## src/rtl/geiger_pkg.sv

```systemverilog
// -----------------------------------------------------------------------------
// geiger_pkg
// Shared definitions for the Geiger record packer. It defines the record field
// widths, the bit offsets of each field, the pulse-count ceiling, and the
// functions that pack and unpack a record.
//
// Record layout (REC_W = 48 bits):
//   GEIGER_PARITY_EN undefined : {TS[23:0], CNT_A[11:0], CNT_B[11:0]}
//   GEIGER_PARITY_EN defined   : {P, TS[22:0], CNT_A[11:0], CNT_B[11:0]}
//                                P makes bits [47:0] even parity.
// -----------------------------------------------------------------------------
package geiger_pkg;

    localparam int REC_W = 48;
    localparam int CNT_W = 12;
`ifdef GEIGER_PARITY_EN
    localparam int TS_W  = 23;
`else
    localparam int TS_W  = 24;
`endif

    localparam int CNT_B_LSB = 0;
    localparam int CNT_A_LSB = CNT_W;
    localparam int TS_LSB    = 2 * CNT_W;
    localparam int PAR_BIT   = REC_W - 1;

    localparam logic [CNT_W-1:0] CNT_MAX = 12'd4095;

    // The parity bit equals the XOR of the covered bits, so that the whole
    // record contains an even number of ones.
    function automatic logic even_parity(input logic [REC_W-2:0] bits);
        return ^bits;
    endfunction

    function automatic logic [REC_W-1:0] pack_record(
        input logic [TS_W-1:0]  ts,
        input logic [CNT_W-1:0] cnt_a,
        input logic [CNT_W-1:0] cnt_b
    );
        logic [REC_W-1:0] rec;
        rec = {REC_W{1'b0}};
        rec[TS_LSB +: TS_W]       = ts;
        rec[CNT_A_LSB +: CNT_W]   = cnt_a;
        rec[CNT_B_LSB +: CNT_W]   = cnt_b;
`ifdef GEIGER_PARITY_EN
        rec[PAR_BIT] = even_parity(rec[REC_W-2:0]);
`endif
        return rec;
    endfunction

    function automatic logic [TS_W-1:0] unpack_ts(input logic [REC_W-1:0] rec);
        return rec[TS_LSB +: TS_W];
    endfunction

    function automatic logic [CNT_W-1:0] unpack_cnt_a(input logic [REC_W-1:0] rec);
        return rec[CNT_A_LSB +: CNT_W];
    endfunction

    function automatic logic [CNT_W-1:0] unpack_cnt_b(input logic [REC_W-1:0] rec);
        return rec[CNT_B_LSB +: CNT_W];
    endfunction

endpackage

```

## src/rtl/geiger_pulse_sync.sv

```systemverilog
// -----------------------------------------------------------------------------
// geiger_pulse_sync
// This block synchronizes an asynchronous tube pulse through two flip-flops.
// It then detects the rising edge of the synchronized level.
//
// Ports:
//   clk_i   in   system clock
//   rst_ni  in   synchronous active-low reset; clears every flop
//   pulse_i in   asynchronous tube pulse
//   rise_o  out  one-cycle strobe, high in the cycle after the second sync
//                stage sees the new level. A counter that registers this
//                strobe changes 3 edges after the input rises.
//
// This block has no configuration macro. The record format macro
// GEIGER_PARITY_EN does not affect it.
// -----------------------------------------------------------------------------
module geiger_pulse_sync (
    input  logic clk_i,
    input  logic rst_ni,
    input  logic pulse_i,
    output logic rise_o
);

    logic sync1_q;
    logic sync2_q;
    logic prev_q;

    // Two-stage synchronizer plus a delayed copy for edge detection.
    always_ff @(posedge clk_i) begin
        if (!rst_ni) begin
            sync1_q <= 1'b0;
            sync2_q <= 1'b0;
            prev_q  <= 1'b0;
        end else begin
            sync1_q <= pulse_i;
            sync2_q <= sync1_q;
            prev_q  <= sync2_q;
        end
    end

    assign rise_o = sync2_q & ~prev_q;

endmodule

```

## src/rtl/geiger_record_packer.sv

```systemverilog
// -----------------------------------------------------------------------------
// geiger_record_packer
// This block counts the pulses from two Geiger tubes over a fixed window of
// clock cycles. When each window closes, it packs a timestamped record. It
// stores the records in a small FIFO. It presents them on a registered output.
// Each presented record stays stable for at least MIN_HOLD cycles before the
// consumer can accept it.
//
// Ports:
//   CLK_1MHZ      in   system clock
//   RESET_N       in   synchronous active-low reset; clears all state
//   GEIG_PULSE_A  in   tube A pulse (async), one count per rising edge
//   GEIG_PULSE_B  in   tube B pulse (async), one count per rising edge
//   OUT_READY     in   consumer accepts the presented record
//   DATA_OUT      out  presented record (48 bits)
//   OUT_VALID     out  DATA_OUT holds a record that has not been accepted
//   OVERFLOW_CNT  out  number of records dropped on a full FIFO, saturating
//
// Configuration macro: GEIGER_PARITY_EN. When defined, it selects a 23-bit
// timestamp plus an even-parity bit in bit 47. The format is defined in
// geiger_pkg.
// -----------------------------------------------------------------------------
module geiger_record_packer
    import geiger_pkg::*;
#(
    parameter int WINDOW_CYCLES = 1000000,
    parameter int FIFO_DEPTH    = 4,
    parameter int MIN_HOLD      = 8
) (
    input  logic             CLK_1MHZ,
    input  logic             RESET_N,
    input  logic             GEIG_PULSE_A,
    input  logic             GEIG_PULSE_B,
    input  logic             OUT_READY,
    output logic [REC_W-1:0] DATA_OUT,
    output logic             OUT_VALID,
    output logic [7:0]       OVERFLOW_CNT
);

    localparam int WIN_W  = $clog2(WINDOW_CYCLES);
    localparam int PTR_W  = $clog2(FIFO_DEPTH);
    localparam int HOLD_W = $clog2(MIN_HOLD);

    localparam logic [WIN_W-1:0]  WIN_LAST      = WIN_W'(WINDOW_CYCLES - 1);
    localparam logic [HOLD_W-1:0] HOLD_INIT     = HOLD_W'(MIN_HOLD - 1);
    localparam logic [PTR_W:0]    FIFO_FULL_CNT = (PTR_W + 1)'(FIFO_DEPTH);

    // Pulse front end
    logic rise_a_s;
    logic rise_b_s;

    geiger_pulse_sync u_sync_a (
        .clk_i   (CLK_1MHZ),
        .rst_ni  (RESET_N),
        .pulse_i (GEIG_PULSE_A),
        .rise_o  (rise_a_s)
    );

    geiger_pulse_sync u_sync_b (
        .clk_i   (CLK_1MHZ),
        .rst_ni  (RESET_N),
        .pulse_i (GEIG_PULSE_B),
        .rise_o  (rise_b_s)
    );

    // Window / counters / timestamp
    logic [WIN_W-1:0] win_q,   win_d;
    logic [CNT_W-1:0] cnt_a_q, cnt_a_d;
    logic [CNT_W-1:0] cnt_b_q, cnt_b_d;
    logic [TS_W-1:0]  ts_q,    ts_d;

    logic             wc_s;
    logic [CNT_W-1:0] cnt_a_inc_s;
    logic [CNT_W-1:0] cnt_b_inc_s;
    logic [REC_W-1:0] record_s;

    assign wc_s = (win_q == WIN_LAST);

    // The record captures the counts including an edge detected in the
    // window-close cycle itself, so the saturating increment is formed here.
    assign cnt_a_inc_s = (rise_a_s && (cnt_a_q != CNT_MAX)) ? cnt_a_q + 12'd1 : cnt_a_q;
    assign cnt_b_inc_s = (rise_b_s && (cnt_b_q != CNT_MAX)) ? cnt_b_q + 12'd1 : cnt_b_q;
    assign record_s    = pack_record(ts_q, cnt_a_inc_s, cnt_b_inc_s);

    // Next state of the window counter, the pulse counters and the timestamp.
    always_comb begin
        win_d   = wc_s ? {WIN_W{1'b0}} : win_q + WIN_W'(1);
        cnt_a_d = wc_s ? {CNT_W{1'b0}} : cnt_a_inc_s;
        cnt_b_d = wc_s ? {CNT_W{1'b0}} : cnt_b_inc_s;
        ts_d    = wc_s ? ts_q + TS_W'(1) : ts_q;
    end

    // FIFO and output stage
    logic [REC_W-1:0] fifo_mem_q [FIFO_DEPTH];
    logic [PTR_W-1:0] wr_ptr_q, wr_ptr_d;
    logic [PTR_W-1:0] rd_ptr_q, rd_ptr_d;
    logic [PTR_W:0]   fifo_cnt_q, fifo_cnt_d;

    logic [REC_W-1:0]  data_q,  data_d;
    logic              valid_q, valid_d;
    logic [HOLD_W-1:0] hold_q,  hold_d;
    logic [7:0]        ovf_q,   ovf_d;

    logic fifo_empty_s;
    logic fifo_full_s;
    logic accept_s;
    logic load_s;
    logic push_s;
    logic drop_s;

    assign fifo_empty_s = (fifo_cnt_q == {(PTR_W + 1){1'b0}});
    assign fifo_full_s  = (fifo_cnt_q == FIFO_FULL_CNT);
    assign accept_s     = valid_q & OUT_READY & (hold_q == {HOLD_W{1'b0}});
    assign load_s       = ~fifo_empty_s & (~valid_q | accept_s);
    // A pop in the same cycle frees a slot, so a full FIFO still takes the push.
    assign push_s       = wc_s & (~fifo_full_s | load_s);
    assign drop_s       = wc_s & fifo_full_s & ~load_s;

    // Next state of the FIFO pointers, the occupancy and the overflow count.
    always_comb begin
        wr_ptr_d   = push_s ? wr_ptr_q + PTR_W'(1) : wr_ptr_q;
        rd_ptr_d   = load_s ? rd_ptr_q + PTR_W'(1) : rd_ptr_q;
        fifo_cnt_d = fifo_cnt_q + (PTR_W + 1)'(push_s) - (PTR_W + 1)'(load_s);
        ovf_d      = (drop_s && (ovf_q != 8'hFF)) ? ovf_q + 8'd1 : ovf_q;
    end

    // Next state of the output register. After the last accept, DATA_OUT
    // keeps the old value so that the serializer sees no change.
    always_comb begin
        data_d  = data_q;
        valid_d = valid_q;
        hold_d  = hold_q;
        if (load_s) begin
            data_d  = fifo_mem_q[rd_ptr_q];
            valid_d = 1'b1;
            hold_d  = HOLD_INIT;
        end else begin
            if (accept_s) begin
                valid_d = 1'b0;
            end else begin
                valid_d = valid_q;
            end
            if (hold_q != {HOLD_W{1'b0}}) begin
                hold_d = hold_q - HOLD_W'(1);
            end else begin
                hold_d = hold_q;
            end
        end
    end

    // State registers, including the FIFO storage.
    always_ff @(posedge CLK_1MHZ) begin
        if (!RESET_N) begin
            win_q      <= {WIN_W{1'b0}};
            cnt_a_q    <= {CNT_W{1'b0}};
            cnt_b_q    <= {CNT_W{1'b0}};
            ts_q       <= {TS_W{1'b0}};
            wr_ptr_q   <= {PTR_W{1'b0}};
            rd_ptr_q   <= {PTR_W{1'b0}};
            fifo_cnt_q <= {(PTR_W + 1){1'b0}};
            data_q     <= {REC_W{1'b0}};
            valid_q    <= 1'b0;
            hold_q     <= {HOLD_W{1'b0}};
            ovf_q      <= 8'd0;
            for (int i = 0; i < FIFO_DEPTH; i++) begin
                fifo_mem_q[i] <= {REC_W{1'b0}};
            end
        end else begin
            win_q      <= win_d;
            cnt_a_q    <= cnt_a_d;
            cnt_b_q    <= cnt_b_d;
            ts_q       <= ts_d;
            wr_ptr_q   <= wr_ptr_d;
            rd_ptr_q   <= rd_ptr_d;
            fifo_cnt_q <= fifo_cnt_d;
            data_q     <= data_d;
            valid_q    <= valid_d;
            hold_q     <= hold_d;
            ovf_q      <= ovf_d;
            if (push_s) begin
                fifo_mem_q[wr_ptr_q] <= record_s;
            end
        end
    end

    assign DATA_OUT     = data_q;
    assign OUT_VALID    = valid_q;
    assign OVERFLOW_CNT = ovf_q;

endmodule

```

## config.mk

```make
export PLATFORM = sky130hd
export DESIGN_NAME = geiger_record_packer
export DESIGN_NICKNAME = d
export VERILOG_FILES = /design/src/rtl/geiger_pkg.sv /design/src/rtl/geiger_pulse_sync.sv /design/src/rtl/geiger_record_packer.sv
export SDC_FILE = /design/constraint.sdc
export NUM_CORES = 1
export LEC_CHECK = 0
export BUFFER_PORTS_ARGS = -buffer_cell sky130_fd_sc_hd__buf_2
export CORE_MARGIN = 5
export CORE_UTILIZATION = 61
export DETAILED_ROUTE_END_ITERATION = 7
export GPL_TIMING_DRIVEN = 0
export PLACE_DENSITY = 0.83
export SYNTH_ARGS = -nofsm -noshare
export SYNTH_HDL_FRONTEND = slang
export SYNTH_SLANG_ARGS = --single-unit
```

## constraint.sdc

```tcl
create_clock -name CLK_1MHZ -period 6.9 [get_ports CLK_1MHZ]
set_clock_uncertainty 0.05 [all_clocks]
set_input_delay 1.38 -clock CLK_1MHZ [delete_from_list [all_inputs] [get_ports CLK_1MHZ]]
set_output_delay 1.38 -clock CLK_1MHZ [all_outputs]
set_load 0.1 [all_outputs]
```

==> metrics.txt, run 1 <==
# TYPE chip_impl_metric gauge
chip_impl_metric{name="syn-cell-area",unit="um^2"} 13710
chip_impl_metric{name="first_pass_grt_wire_length",unit="um"} 50290
chip_impl_metric{name="max_cap_viol_count",unit=""} 0
chip_impl_metric{name="tritoncts_num_sinks",unit=""} 333
chip_impl_metric{name="die-area",unit="um^2"} 25570
chip_impl_metric{name="globalRouteMet1Util",unit="%"} 30.66
chip_impl_metric{name="max-vdd-ir-drop",unit="V"} 0.0002393
chip_impl_metric{name="postCtsSetupBuffers",unit=""} 0
chip_impl_metric{name="cts.path.max_buffers",unit=""} 3
chip_impl_metric{name="ff2ff_setup_slack",unit="ns"} 2.86
chip_impl_metric{name="final.period_utilization",unit="%"} 62.98
chip_impl_metric{name="worst-endpoint-required",unit="ns"} 7.23
chip_impl_metric{name="row_count",unit=""} 54
chip_impl_metric{name="io_pins",unit=""} 62
chip_impl_info{name="crit-reg2reg-launch",value="hold_q[0]"} 1
chip_impl_metric{name="path_depth",unit=""} 13
chip_impl_info{name="most_instantiated_cells_after_synthesis",value="259 x nor2_1, 192 x edfxtp_1, 163 x nand2_1"} 1
chip_impl_metric{name="finalNetCount",unit=""} 1310
chip_impl_metric{name="worstPathBufferInverterCount",unit=""} 5
chip_impl_metric{name="routed-via-count",unit=""} 9553
chip_impl_metric{name="placement.cell_area",unit="um^2"} 14500
chip_impl_metric{name="flow.area_growth_from_synthesis",unit="%"} 13.48
chip_impl_metric{name="syn_area_per_cell",unit="um^2"} 11.48
chip_impl_metric{name="clock_transition_at_the_register_clock_pins_on_the_worst_setup_and_hold_paths_after_cts",unit="ns"} 0.06
chip_impl_info{name="setup_repair_after_global_routing_missed_its_margin",value="false"} 1
chip_impl_info{name="synth.top_cells.by_area",value="edfxtp_1 42%, dfxtp_1 21%, mux4_2 7.9%"} 1
chip_impl_metric{name="wirelength",unit="um"} 30910
chip_impl_metric{name="critical_path.max_stage_delay",unit="ns"} 0.50
chip_impl_metric{name="timing.setup.tns",unit="ns"} 0
chip_impl_info{name="outcome",value="finished clean"} 1
chip_impl_info{name="critical_path.endpoint",value="fifo_cnt_q[2]"} 1
chip_impl_metric{name="met3_usage",unit="%"} 4.072
chip_impl_metric{name="grt_usage",unit="%"} 24.47
chip_impl_info{name="post-synth-top-count-cell",value="nor2_1"} 1
chip_impl_metric{name="timing.critical_path.arrival",unit="ns"} 4.67
chip_impl_metric{name="synth-edff-count",unit=""} 192
chip_impl_metric{name="place.detailed.instances",unit=""} 1539
chip_impl_metric{name="postCtsResizedCells",unit=""} 0
chip_impl_metric{name="timing.fmax",unit="MHz"} 230.1
chip_impl_metric{name="route.detailed.drc",unit=""} 0
chip_impl_metric{name="number_of_global_route_vias_before_repair",unit=""} 9590
chip_impl_metric{name="synth_top_area_share",unit="%"} 42.05
chip_impl_metric{name="seq_total_area_yosys",unit="%"} 62.64
chip_impl_info{name="worst_r2r_endpoint",value="fifo_cnt_q[2]"} 1
chip_impl_info{name="netlist.top_cell.by_area",value="edfxtp_1"} 1
chip_impl_metric{name="die_w",unit="um"} 159.9
chip_impl_metric{name="port_buffers",unit=""} 60
chip_impl_metric{name="place_congestion",unit=""} 0.8714
chip_impl_metric{name="initial_core_util",unit="%"} 62.44
chip_impl_metric{name="design.core.area",unit="um^2"} 21960
chip_impl_metric{name="non_filler_cells_in_the_finished_layout",unit=""} 1601
chip_impl_metric{name="synth.ff_latch_count",unit=""} 333
chip_impl_metric{name="power-per-cell-area",unit="nW/um^2"} 366.1
chip_impl_metric{name="reg2regPathDepth",unit=""} 14
chip_impl_metric{name="first_iter_violations",unit=""} 930
chip_impl_metric{name="globalRouteOverflowTotal",unit=""} 0
chip_impl_metric{name="timing_hold_violations_final",unit=""} 0
chip_impl_metric{name="timing.final.setup_violations",unit=""} 0
chip_impl_metric{name="pin_count_of_the_biggest_net_entering_global_routing",unit=""} 32
chip_impl_info{name="busiest_layer",value="met2"} 1
chip_impl_metric{name="grtUsageMet2",unit="%"} 43.45
chip_impl_metric{name="drv_slew",unit=""} 0
chip_impl_metric{name="via_per_inst",unit=""} 5.967
chip_impl_metric{name="worstPathMaxFanout",unit=""} 10
chip_impl_info{name="min-delay-path-class",value="reg -> reg"} 1
chip_impl_info{name="timing.setup.critical_path_class",value="in -> reg"} 1
chip_impl_metric{name="antenna_found_initial",unit=""} 0
chip_impl_metric{name="worstMarginPinSlew",unit="ns"} 0.9213
chip_impl_metric{name="layout-drive-gt1-share",unit="%"} 13.47
chip_impl_info{name="kind_of_end_point_of_the_critical_path",value="flop"} 1
chip_impl_metric{name="post_cts_hold_buffer_count",unit=""} 0
chip_impl_metric{name="dp_hpwl",unit="um"} 20570
chip_impl_metric{name="cts-buffers-inserted",unit=""} 34
chip_impl_info{name="crit_path_top_delay_cell",value="clkbuf_1"} 1
chip_impl_metric{name="firstDrtPassIters",unit=""} 6
chip_impl_metric{name="postSynth.asyncResetShare",unit="%"} 0
chip_impl_metric{name="syn-num-nets",unit=""} 1209
chip_impl_info{name="ys.flop_type",value="edfxtp_1"} 1
chip_impl_metric{name="antenna-diode-count",unit=""} 0
chip_impl_info{name="cpLargestDelayFamily",value="buffers and inverters"} 1
chip_impl_metric{name="yosys_warnings",unit=""} 0
chip_impl_info{name="crit_path_start_kind",value="input pin"} 1
chip_impl_metric{name="post_synth_inst_count",unit=""} 1194
chip_impl_metric{name="h-tree-depth",unit=""} 2
chip_impl_metric{name="postLayoutCellArea",unit="um^2"} 15560
chip_impl_metric{name="p_leak",unit="nW"} 5.305
chip_impl_metric{name="dieHeight",unit="um"} 159.9
chip_impl_metric{name="layout_min_cycle_time",unit="ns"} 4.345
chip_impl_metric{name="synth.lib_cells_used.distinct",unit=""} 46
chip_impl_info{name="worstPathCellList",value="buf_2, nand3b_1, a21o_1, clkbuf_1, clkinv_1, clkbuf_1, ha_1, inv_1, ha_1, fa_1, xnor2_1, xnor2_1, nor2_1"} 1
chip_impl_metric{name="final_standard_cell_utilization_of_the_core",unit="%"} 70.85
chip_impl_metric{name="wire_per_inst",unit="um"} 19.30
chip_impl_metric{name="maxSlewHeadroom",unit="%"} 38.58
chip_impl_info{name="cts_tree",value="yes"} 1
chip_impl_metric{name="clk_latency_worst_skew_pair",unit="ns"} 0.51
chip_impl_info{name="cts.root.buffer_cell",value="clkbuf_16"} 1
chip_impl_info{name="timing.critical_path.from",value="OUT_READY"} 1
chip_impl_metric{name="final_antenna_net_count",unit=""} 0
==> where the power goes <==
group,switching (W),total [W],internal [W]
registers,0.0000791,0.00234,0.00226
logic,0.00122,0.00161,0.000395
clock network,0.000725,0.00174,0.00101
==> sequential cells by signal, indices dropped and copies added, names as in the netlist, 2 cells and up <==
register / count
fifo_cnt_q: 3
hold_q: 3
cnt_b_q: 12
rd_ptr_q: 2
ts_q: 24
OVERFLOW_CNT: 8
fifo_mem_q: 192
win_q: 20
cnt_a_q: 12
DATA_OUT: 48
wr_ptr_q: 2
==> cell type report <==
type                       instances  area, um^2
clock inverter                    10       51.30
inverter                          14       52.55
sequential                       333        8588
clock buffer                      52        1012
timing repair buffer              65       415.4
tap                              280       350.3
buffer                            66       271.5
fill                            1469        6400
multi-input combinational        781        4817
==> logic make-up (layout without fill, tap and decap cells) <==
| family | Yosys count | count (layout) | share of synthesized area [%] |
|---|---|---|---|
| AO/OA/AOI/OAI | 104 | 104 | 4.125 |
| XOR/XNOR | 43 | 43 | 2.747 |
| adder cells (fa/ha/maj) | 10 | 10 | 0.9674 |
| buffers and inverters | 80 | 207 | 2.364 |
| flip-flops | 333 | 333 | 62.64 |
| multiplexers | 61 | 61 | 8.834 |
| AND/OR/NAND/NOR | 563 | 563 | 18.32 |
==> worst register-to-register path: cells and delay by family (launching register included) <==
family / cells / cell delay, ns
xor gates and xnor gates: 2 / 0.37
AOI/OAI and AO/OA: 1 / 0.16
adders and majority gates: 4 / 1.22
buffers and inverters: 5 / 1.49
and+or+nand+nor: 2 / 0.28
DFF: 1 / 0.34
==> metal layers <==
metal | up-vias | part of all wire [%]
met5 | - | 0
met4 | 0 | 2.8
met3 | 67 | 7.4
met2 | 422 | 51
met1 | 4632 | 38
li1 | 4432 | -
==> per-stage QoR <==
step	power [W]	setup slack, ns	hold slack [ns]
floorplan	0.003662	1.162	0.3619
global placement	0.003945	-1.598	0.3668
detailed placement	0.003988	2.164	0.3735
CTS	0.005720	2.628	0.3875
global route	0.005918	2.482	0.4109
finish	0.005696	2.555	0.3838
==> worst min path at each step <==
stage,startpoint,endpoint,slack (ns),cells after the start
2_1_floorplan,u_sync_a.sync1_q,u_sync_a.sync2_q,0.36,1
3_3_place_gp,u_sync_b.sync1_q,u_sync_b.sync2_q,0.37,1
3_5_place_dp,u_sync_b.sync1_q,u_sync_b.sync2_q,0.37,1
4_1_cts,u_sync_b.sync1_q,u_sync_b.sync2_q,0.39,1
5_1_grt,u_sync_b.sync1_q,u_sync_b.sync2_q,0.41,1
6_report,u_sync_b.sync1_q,u_sync_b.sync2_q,0.38,1
==> layout by cell type, fill, tap and decap left out, types with 18 or more instances in the layout <==
| cell type | n |
|---|---|
| o21ai_0 | 18 |
| dfxtp_1 | 141 |
| nand3_1 | 24 |
| a21oi_1 | 70 |
| nand2_1 | 160 |
| buf_2 | 64 |
| nor2_1 | 259 |
| mux4_2 | 48 |
| clkbuf_16 | 37 |
| xnor2_1 | 21 |
| clkbuf_1 | 67 |
| nand4_1 | 28 |
| xor2_1 | 22 |
| edfxtp_1 | 192 |
Note: power is estimated with default switching activity, not from simulation.
==> inputs of run 2 (changes only) <==
- clock period: 6.9 -> 4.4 ns (I/O delays scaled with it)
==> metrics.txt, run 2 (synthesized netlist as in run 1, its figures left out) <==
# TYPE chip_impl_metric gauge
chip_impl_info{name="outcome",value="finished clean"} 1
chip_impl_metric{name="max-vdd-ir-drop",unit="V"} 0.0004264
chip_impl_metric{name="io_pins",unit=""} 62
chip_impl_metric{name="drv_slew",unit=""} 0
chip_impl_metric{name="pwr-share-comb",unit="%"} 28.2
chip_impl_metric{name="flow.area_growth_from_synthesis",unit="%"} 13.41
chip_impl_info{name="min-delay-path-class",value="reg -> reg"} 1
chip_impl_metric{name="layout-drive-gt1-share",unit="%"} 13.17
chip_impl_metric{name="grt_usage",unit="%"} 24.59
chip_impl_metric{name="grtUsageMet2",unit="%"} 43.53
chip_impl_metric{name="via_per_inst",unit=""} 6.006
chip_impl_metric{name="cts.path.max_buffers",unit=""} 3
chip_impl_metric{name="met3_usage",unit="%"} 4.072
chip_impl_metric{name="layout_min_cycle_time",unit="ns"} 3.947
chip_impl_info{name="busiest_layer",value="met2"} 1
chip_impl_metric{name="cts-buffers-inserted",unit=""} 34
chip_impl_metric{name="number_of_global_route_vias_before_repair",unit=""} 9841
chip_impl_metric{name="place.detailed.instances",unit=""} 1539
chip_impl_metric{name="wirelength",unit="um"} 31080
chip_impl_metric{name="port_buffers",unit=""} 60
chip_impl_metric{name="die-area",unit="um^2"} 25570
chip_impl_metric{name="dieHeight",unit="um"} 159.9
chip_impl_info{name="top_register",value="fifo_mem_q"} 1
chip_impl_metric{name="power-per-cell-area",unit="nW/um^2"} 573.8
chip_impl_metric{name="power_frac_seq",unit="%"} 41.2
chip_impl_info{name="setup_repair_after_global_routing_missed_its_margin",value="false"} 1
chip_impl_metric{name="row_count",unit=""} 54
chip_impl_info{name="most_frequent_standard_cell_in_the_layout_excluding_fill_and_tap_cells",value="nor2_1"} 1
chip_impl_metric{name="antenna_found_initial",unit=""} 0
chip_impl_info{name="kind_of_end_point_of_the_critical_path",value="flop"} 1
chip_impl_metric{name="timing.hold.worst_path_depth",unit=""} 1
chip_impl_metric{name="route.detailed.drc",unit=""} 0
chip_impl_info{name="timing.setup.critical_path_class",value="reg -> reg"} 1
chip_impl_metric{name="timing.final.setup_violations",unit=""} 0
chip_impl_metric{name="non_filler_cells_in_the_finished_layout",unit=""} 1601
chip_impl_metric{name="maxSlewHeadroom",unit="%"} 38.25
chip_impl_metric{name="ff2ff_setup_slack",unit="ns"} 0.45
chip_impl_metric{name="final.period_utilization",unit="%"} 89.70
chip_impl_metric{name="pin_count_of_the_biggest_net_entering_global_routing",unit=""} 33
chip_impl_info{name="crit_path_start_kind",value="flop"} 1
chip_impl_metric{name="postCtsSetupBuffers",unit=""} 0
chip_impl_metric{name="worst-endpoint-required",unit="ns"} 4.73
chip_impl_metric{name="fin_hold_ws",unit="ns"} 0.3831
chip_impl_metric{name="post_cts_hold_buffer_count",unit=""} 0
chip_impl_metric{name="timing_hold_violations_final",unit=""} 0
chip_impl_metric{name="reg2regPathDepth",unit=""} 14
chip_impl_metric{name="worstPathMaxFanout",unit=""} 10
chip_impl_metric{name="postCtsResizedCells",unit=""} 0
chip_impl_metric{name="timing.setup.tns",unit="ns"} 0
chip_impl_metric{name="final_standard_cell_utilization_of_the_core",unit="%"} 70.81
chip_impl_info{name="mostFrequentLayoutCells",value="259 x nor2_1, 192 x edfxtp_1, 160 x nand2_1"} 1
chip_impl_metric{name="globalRouteMet1Util",unit="%"} 30.89
chip_impl_metric{name="power.switching_fraction",unit="%"} 35.43
chip_impl_metric{name="dp_hpwl",unit="um"} 20670
chip_impl_info{name="cts_tree",value="yes"} 1
chip_impl_metric{name="worstMarginPinSlew",unit="ns"} 0.9262
chip_impl_metric{name="max_reg_flops",unit=""} 192
chip_impl_metric{name="first_iter_violations",unit=""} 867
chip_impl_metric{name="intPower",unit="W"} 0.005761
chip_impl_metric{name="h-tree-depth",unit=""} 2
chip_impl_metric{name="timing.fmax",unit="MHz"} 253.4
chip_impl_metric{name="share_of_power_burned_in_the_clock_network",unit="%"} 30.6
chip_impl_metric{name="final_antenna_net_count",unit=""} 0
chip_impl_metric{name="wire_per_inst",unit="um"} 19.41
chip_impl_metric{name="finalNetCount",unit=""} 1310
chip_impl_metric{name="routed-via-count",unit=""} 9616
chip_impl_metric{name="firstDrtPassIters",unit=""} 6
chip_impl_metric{name="max_cap_viol_count",unit=""} 0
chip_impl_metric{name="globalRouteOverflowTotal",unit=""} 0
chip_impl_info{name="cts.root.buffer_cell",value="clkbuf_16"} 1
chip_impl_metric{name="antenna-diode-count",unit=""} 0
chip_impl_metric{name="die_w",unit="um"} 159.9
chip_impl_metric{name="design.core.area",unit="um^2"} 21960
chip_impl_metric{name="clk_latency_worst_skew_pair",unit="ns"} 0.51
chip_impl_metric{name="p_total",unit="W"} 0.008922
chip_impl_metric{name="first_pass_grt_wire_length",unit="um"} 50610
chip_impl_metric{name="p_leak",unit="nW"} 5.302
chip_impl_metric{name="place_congestion",unit=""} 0.8576
chip_impl_metric{name="power_switching",unit="W"} 0.003161
chip_impl_metric{name="tritoncts_num_sinks",unit=""} 333
chip_impl_metric{name="initial_core_util",unit="%"} 62.44
chip_impl_metric{name="clock_transition_at_the_register_clock_pins_on_the_worst_setup_and_hold_paths_after_cts",unit="ns"} 0.06
chip_impl_metric{name="timing.critical_path.arrival",unit="ns"} 4.28
## run 2: critical path, stage by stage, from the launching register on
cell and delay, ns:
dfxtp_1 0.34, inv_1 0.07, ha_1 0.24, nand3b_1 0.20
a21o_1 0.15, clkbuf_1 0.46, clkinv_1 0.55, clkbuf_1 0.40
ha_1 0.37, inv_1 0.04, ha_1 0.19, fa_1 0.38
xnor2_1 0.17, xnor2_1 0.14, nor2_1 0.06
## run 2: area by class of cell
type / instances / area, um^2
buffer: 66 / 271.5
tap: 280 / 350.3
fill: 1489 / 6410
sequential: 333 / 8588
timing repair buffer: 65 / 415.4
inverter: 14 / 52.55
multi-input combinational: 781 / 4817
clock inverter: 6 / 25.02
clock buffer: 56 / 1028
## run 2: stage by stage
| stage | worst slack [ns] | area (um^2) |
|---|---|---|
| CTS | 0.6027 | 15550 |
| detailed placement | 0.2715 | 14500 |
| floorplan | 0.4088 | 13710 |
| global route | 0.2288 | 15550 |
| global placement | -1.297 | 14360 |
| finish | 0.4531 | 15550 |
## run 2: path summary, 6_finish.rpt
kind	from	end
worst max-delay path	hold_q[0]	fifo_cnt_q[2]
worst min-delay path	u_sync_b.sync1_q	u_sync_b.sync2_q
worst max register to register	hold_q[0]	fifo_cnt_q[2]
worst min register to register	u_sync_b.sync1_q	u_sync_b.sync2_q
## run 2: routing by layer
metal  vias up  wire length, um
met2       452            16210
met5         -                0
met1      4648            11680
met4         0              824
met3        87             2370
li1       4429                -
## run 2: power by group through the flow
| stage | registers, W | clock network (W) | logic [W] |
|---|---|---|---|
| detailed placement | 0.00374 | 0 | 0.00251 |
| floorplan | 0.00478 | 0 | 0.000961 |
| global placement | 0.00373 | 0 | 0.00246 |
| CTS | 0.00368 | 0.00274 | 0.00253 |
| finish | 0.00368 | 0.00273 | 0.00252 |
| global route | 0.00371 | 0.00290 | 0.00267 |
==> inputs of run 3 (changes only) <==
- ABC_AREA: default -> 1
==> metrics.txt, run 3 <==
# TYPE chip_impl_metric gauge
chip_impl_info{name="outcome",value="finished clean"} 1
chip_impl_metric{name="finalNetCount",unit=""} 1781
chip_impl_metric{name="dieHeight",unit="um"} 164.0
chip_impl_metric{name="synth-edff-count",unit=""} 192
chip_impl_metric{name="routed-via-count",unit=""} 11980
chip_impl_metric{name="seqCellArea",unit="um^2"} 8588
chip_impl_metric{name="non_filler_cells_in_the_finished_layout",unit=""} 2110
chip_impl_metric{name="power-per-cell-area",unit="nW/um^2"} 596.7
chip_impl_metric{name="max_reg_flops",unit=""} 192
chip_impl_info{name="top_register",value="fifo_mem_q"} 1
chip_impl_info{name="kind_of_end_point_of_the_critical_path",value="flop"} 1
chip_impl_metric{name="drv_slew",unit=""} 0
chip_impl_metric{name="synth.lib_cells_used.distinct",unit=""} 32
chip_impl_info{name="min-delay-path-class",value="reg -> reg"} 1
chip_impl_metric{name="layout-drive-gt1-share",unit="%"} 7.929
chip_impl_info{name="cts.root.buffer_cell",value="clkbuf_16"} 1
chip_impl_metric{name="setup_slack_after_layout",unit="ns"} 0.7593
chip_impl_metric{name="max_cap_viol_count",unit=""} 0
chip_impl_metric{name="synth_top_area_share",unit="%"} 39.86
chip_impl_metric{name="share_of_power_burned_in_the_clock_network",unit="%"} 29.4
chip_impl_metric{name="antenna-diode-count",unit=""} 0
chip_impl_metric{name="antenna_found_initial",unit=""} 0
chip_impl_info{name="crit_path_start_kind",value="flop"} 1
chip_impl_metric{name="placement.cell_area",unit="um^2"} 15300
chip_impl_metric{name="pre_cts_ws",unit="ns"} 0.5271
chip_impl_metric{name="h-tree-depth",unit=""} 2
chip_impl_metric{name="p_leak",unit="nW"} 5.868
chip_impl_metric{name="postCtsResizedCells",unit=""} 0
chip_impl_metric{name="syn-cell-area",unit="um^2"} 14460
chip_impl_metric{name="place.detailed.instances",unit=""} 2049
chip_impl_metric{name="route.detailed.drc",unit=""} 0
chip_impl_metric{name="port_buffers",unit=""} 60
chip_impl_metric{name="grt_usage",unit="%"} 27.35
chip_impl_metric{name="syn-num-nets",unit=""} 1679
chip_impl_metric{name="via_per_inst",unit=""} 5.678
chip_impl_metric{name="maxSlewHeadroom",unit="%"} 44.27
chip_impl_metric{name="first_pass_grt_wire_length",unit="um"} 58440
chip_impl_metric{name="postCtsSetupBuffers",unit=""} 0
chip_impl_info{name="most_instantiated_cells_after_synthesis",value="468 x nor2_1, 222 x nand2_1, 192 x edfxtp_1"} 1
chip_impl_info{name="critical_path.most_common_cell",value="inv_1"} 1
chip_impl_metric{name="die-area",unit="um^2"} 26890
chip_impl_metric{name="first_iter_violations",unit=""} 1212
chip_impl_metric{name="postSynth.asyncResetShare",unit="%"} 0
chip_impl_info{name="cpLargestDelayFamily",value="buffers and inverters"} 1
chip_impl_metric{name="worst-endpoint-required",unit="ns"} 4.78
chip_impl_metric{name="timing.critical_path.arrival",unit="ns"} 4.02
chip_impl_info{name="ys.flop_type",value="edfxtp_1"} 1
chip_impl_metric{name="cts.path.max_buffers",unit=""} 3
chip_impl_metric{name="worstPathBufferInverterCount",unit=""} 6
chip_impl_info{name="setup_repair_after_global_routing_missed_its_margin",value="false"} 1
chip_impl_metric{name="design.core.area",unit="um^2"} 23400
chip_impl_metric{name="cts-buffers-inserted",unit=""} 34
chip_impl_metric{name="initial_core_util",unit="%"} 61.80
chip_impl_metric{name="power.switching_fraction",unit="%"} 39.87
chip_impl_info{name="mostFrequentLayoutCells",value="468 x nor2_1, 219 x nand2_1, 192 x edfxtp_1"} 1
chip_impl_metric{name="power_switching",unit="W"} 0.003905
chip_impl_metric{name="final_antenna_net_count",unit=""} 0
chip_impl_metric{name="timing.fmax",unit="MHz"} 274.7
chip_impl_info{name="post-synth-top-count-cell",value="nor2_1"} 1
chip_impl_metric{name="dp_hpwl",unit="um"} 24710
chip_impl_metric{name="fill_cells",unit=""} 1707
chip_impl_metric{name="power_frac_seq",unit="%"} 38.2
chip_impl_metric{name="pin_count_of_the_biggest_net_entering_global_routing",unit=""} 33
chip_impl_metric{name="syn_area_per_cell",unit="um^2"} 8.692
chip_impl_metric{name="row_count",unit=""} 56
chip_impl_metric{name="critical_path.max_stage_delay",unit="ns"} 0.64
chip_impl_info{name="worstPathCellList",value="inv_1, ha_1, nand3_1, nand2_1, nand2_1, inv_1, clkbuf_1, clkbuf_1, ha_1, inv_1, ha_1, fa_1, inv_1, o21ai_0, a21oi_1"} 1
chip_impl_metric{name="timing_hold_violations_final",unit=""} 0
chip_impl_metric{name="synth.ff_latch_count",unit=""} 333
chip_impl_metric{name="wirelength",unit="um"} 36270
chip_impl_metric{name="clk_latency_worst_skew_pair",unit="ns"} 0.51
chip_impl_metric{name="number_of_global_route_vias_before_repair",unit=""} 11830
chip_impl_metric{name="intPower",unit="W"} 0.005890
chip_impl_metric{name="postLayoutCellArea",unit="um^2"} 16420
chip_impl_metric{name="globalRouteOverflowTotal",unit=""} 0
chip_impl_metric{name="footprint_of_the_multi_input_gates",unit="um^2"} 5094
chip_impl_metric{name="place_congestion",unit=""} 0.9193
chip_impl_metric{name="firstDrtPassIters",unit=""} 8
chip_impl_info{name="most_frequent_standard_cell_in_the_layout_excluding_fill_and_tap_cells",value="nor2_1"} 1
chip_impl_metric{name="clock_transition_at_the_register_clock_pins_on_the_worst_setup_and_hold_paths_after_cts",unit="ns"} 0.06
chip_impl_info{name="netlist.top_cell.by_area",value="edfxtp_1"} 1
chip_impl_metric{name="final_standard_cell_utilization_of_the_core",unit="%"} 70.15
chip_impl_metric{name="worstMarginPinSlew",unit="ns"} 0.8360
chip_impl_metric{name="layout_min_cycle_time",unit="ns"} 3.641
chip_impl_metric{name="post_synth_inst_count",unit=""} 1664
chip_impl_metric{name="io_pins",unit=""} 62
chip_impl_metric{name="max-vdd-ir-drop",unit="V"} 0.0004095
chip_impl_info{name="cts_tree",value="yes"} 1
chip_impl_info{name="synth.top_cells.by_area",value="edfxtp_1 40%, dfxtp_1 20%, nor2_1 12%"} 1
chip_impl_metric{name="tritoncts_num_sinks",unit=""} 333
chip_impl_metric{name="post_cts_hold_buffer_count",unit=""} 0
chip_impl_info{name="crit_path_top_delay_cell",value="clkbuf_1"} 1
chip_impl_metric{name="flow.area_growth_from_synthesis",unit="%"} 13.50
chip_impl_metric{name="seq_total_area_yosys",unit="%"} 59.38
chip_impl_metric{name="p_total",unit="W"} 0.009796
chip_impl_metric{name="worstPathMaxFanout",unit=""} 10
chip_impl_metric{name="pwr-share-comb",unit="%"} 32.4
chip_impl_metric{name="wire_per_inst",unit="um"} 17.19
chip_impl_metric{name="final.period_utilization",unit="%"} 82.74
chip_impl_metric{name="die_w",unit="um"} 164.0
chip_impl_metric{name="yosys_warnings",unit=""} 0
chip_impl_info{name="timing.setup.critical_path_class",value="reg -> reg"} 1
chip_impl_metric{name="timing.final.setup_violations",unit=""} 0
==> run 3: cell count changes in the layout (fill, tap and decap cells not counted), sizes merged, moves of 15 or more <==
cell and delta:
inv +110, o21ai +149, nand3 +26, nor2 +211, mux4 -48, nand2 +59
a21oi -34, nand4 -16, nor3 +54, and2 -15, a31oi +48
==> run 3: logic make-up after synthesis <==
kind of cell	Yosys count	synth area share (%)
flops	333	59.38
simple gates	828	23.09
fa+ha+maj	10	0.9170
compound gates	260	9.550
buf+inv	208	5.554
xor+xnor	25	1.514
==> run 3: final timing paths <==
path / startpoint / to / slack [ns] / cells past startpoint
hold reg to reg: u_sync_b.sync1_q / u_sync_b.sync2_q / 0.36 / 2
setup / recovery: hold_q[0] / fifo_cnt_q[2] / 0.76 / 15
setup reg to reg: hold_q[0] / fifo_cnt_q[2] / 0.76 / 15
hold / removal: u_sync_b.sync1_q / u_sync_b.sync2_q / 0.36 / 2
==> run 3: power by group through the flow <==
stage	sequential (W)	combinational [W]	clock (W)
6_report	0.00374	0.00317	0.00288
5_1_grt	0.00376	0.00338	0.00304
4_1_cts	0.00373	0.00315	0.00289
3_5_place_dp	0.00380	0.00311	0
3_3_place_gp	0.00379	0.00302	0
2_1_floorplan	0.00497	0.00119	0
==> run 3: worst min-delay path, delay by kind of cell, from the launching register on <==
family        cells  cell delay [ns]
flops             1             0.30
simple gates      1             0.05
buf+inv           1             0.04
==> run 3: layout make-up <==
class	count	area share (%)
repair buffers	66	2.546
inverters	125	2.858
multi-input cells	1123	31.03
flip-flops and latches	333	52.31
plain buffers	83	2.035
clock inverters	13	0.7850
clock buffers	48	6.006
well taps	319	2.431
==> run 3: metal layers <==
metal | wire [um] | track usage, % | vias up
met5 | 0 | 0 | -
met4 | 1300 | 11.44 | 0
met3 | 3388 | 4.366 | 99
met2 | 17670 | 46.66 | 619
met1 | 13910 | 34.92 | 5550
li1 | - | - | 5713
==> run 3: metrics by stage <==
stage / hold slack, ns / TNS [ns]
6_report: 0.3630 / 0
5_1_grt: 0.3875 / 0
2_1_floorplan: 0.3405 / 0
4_1_cts: 0.3665 / 0
3_5_place_dp: 0.3524 / 0
3_3_place_gp: 0.3423 / -97.63
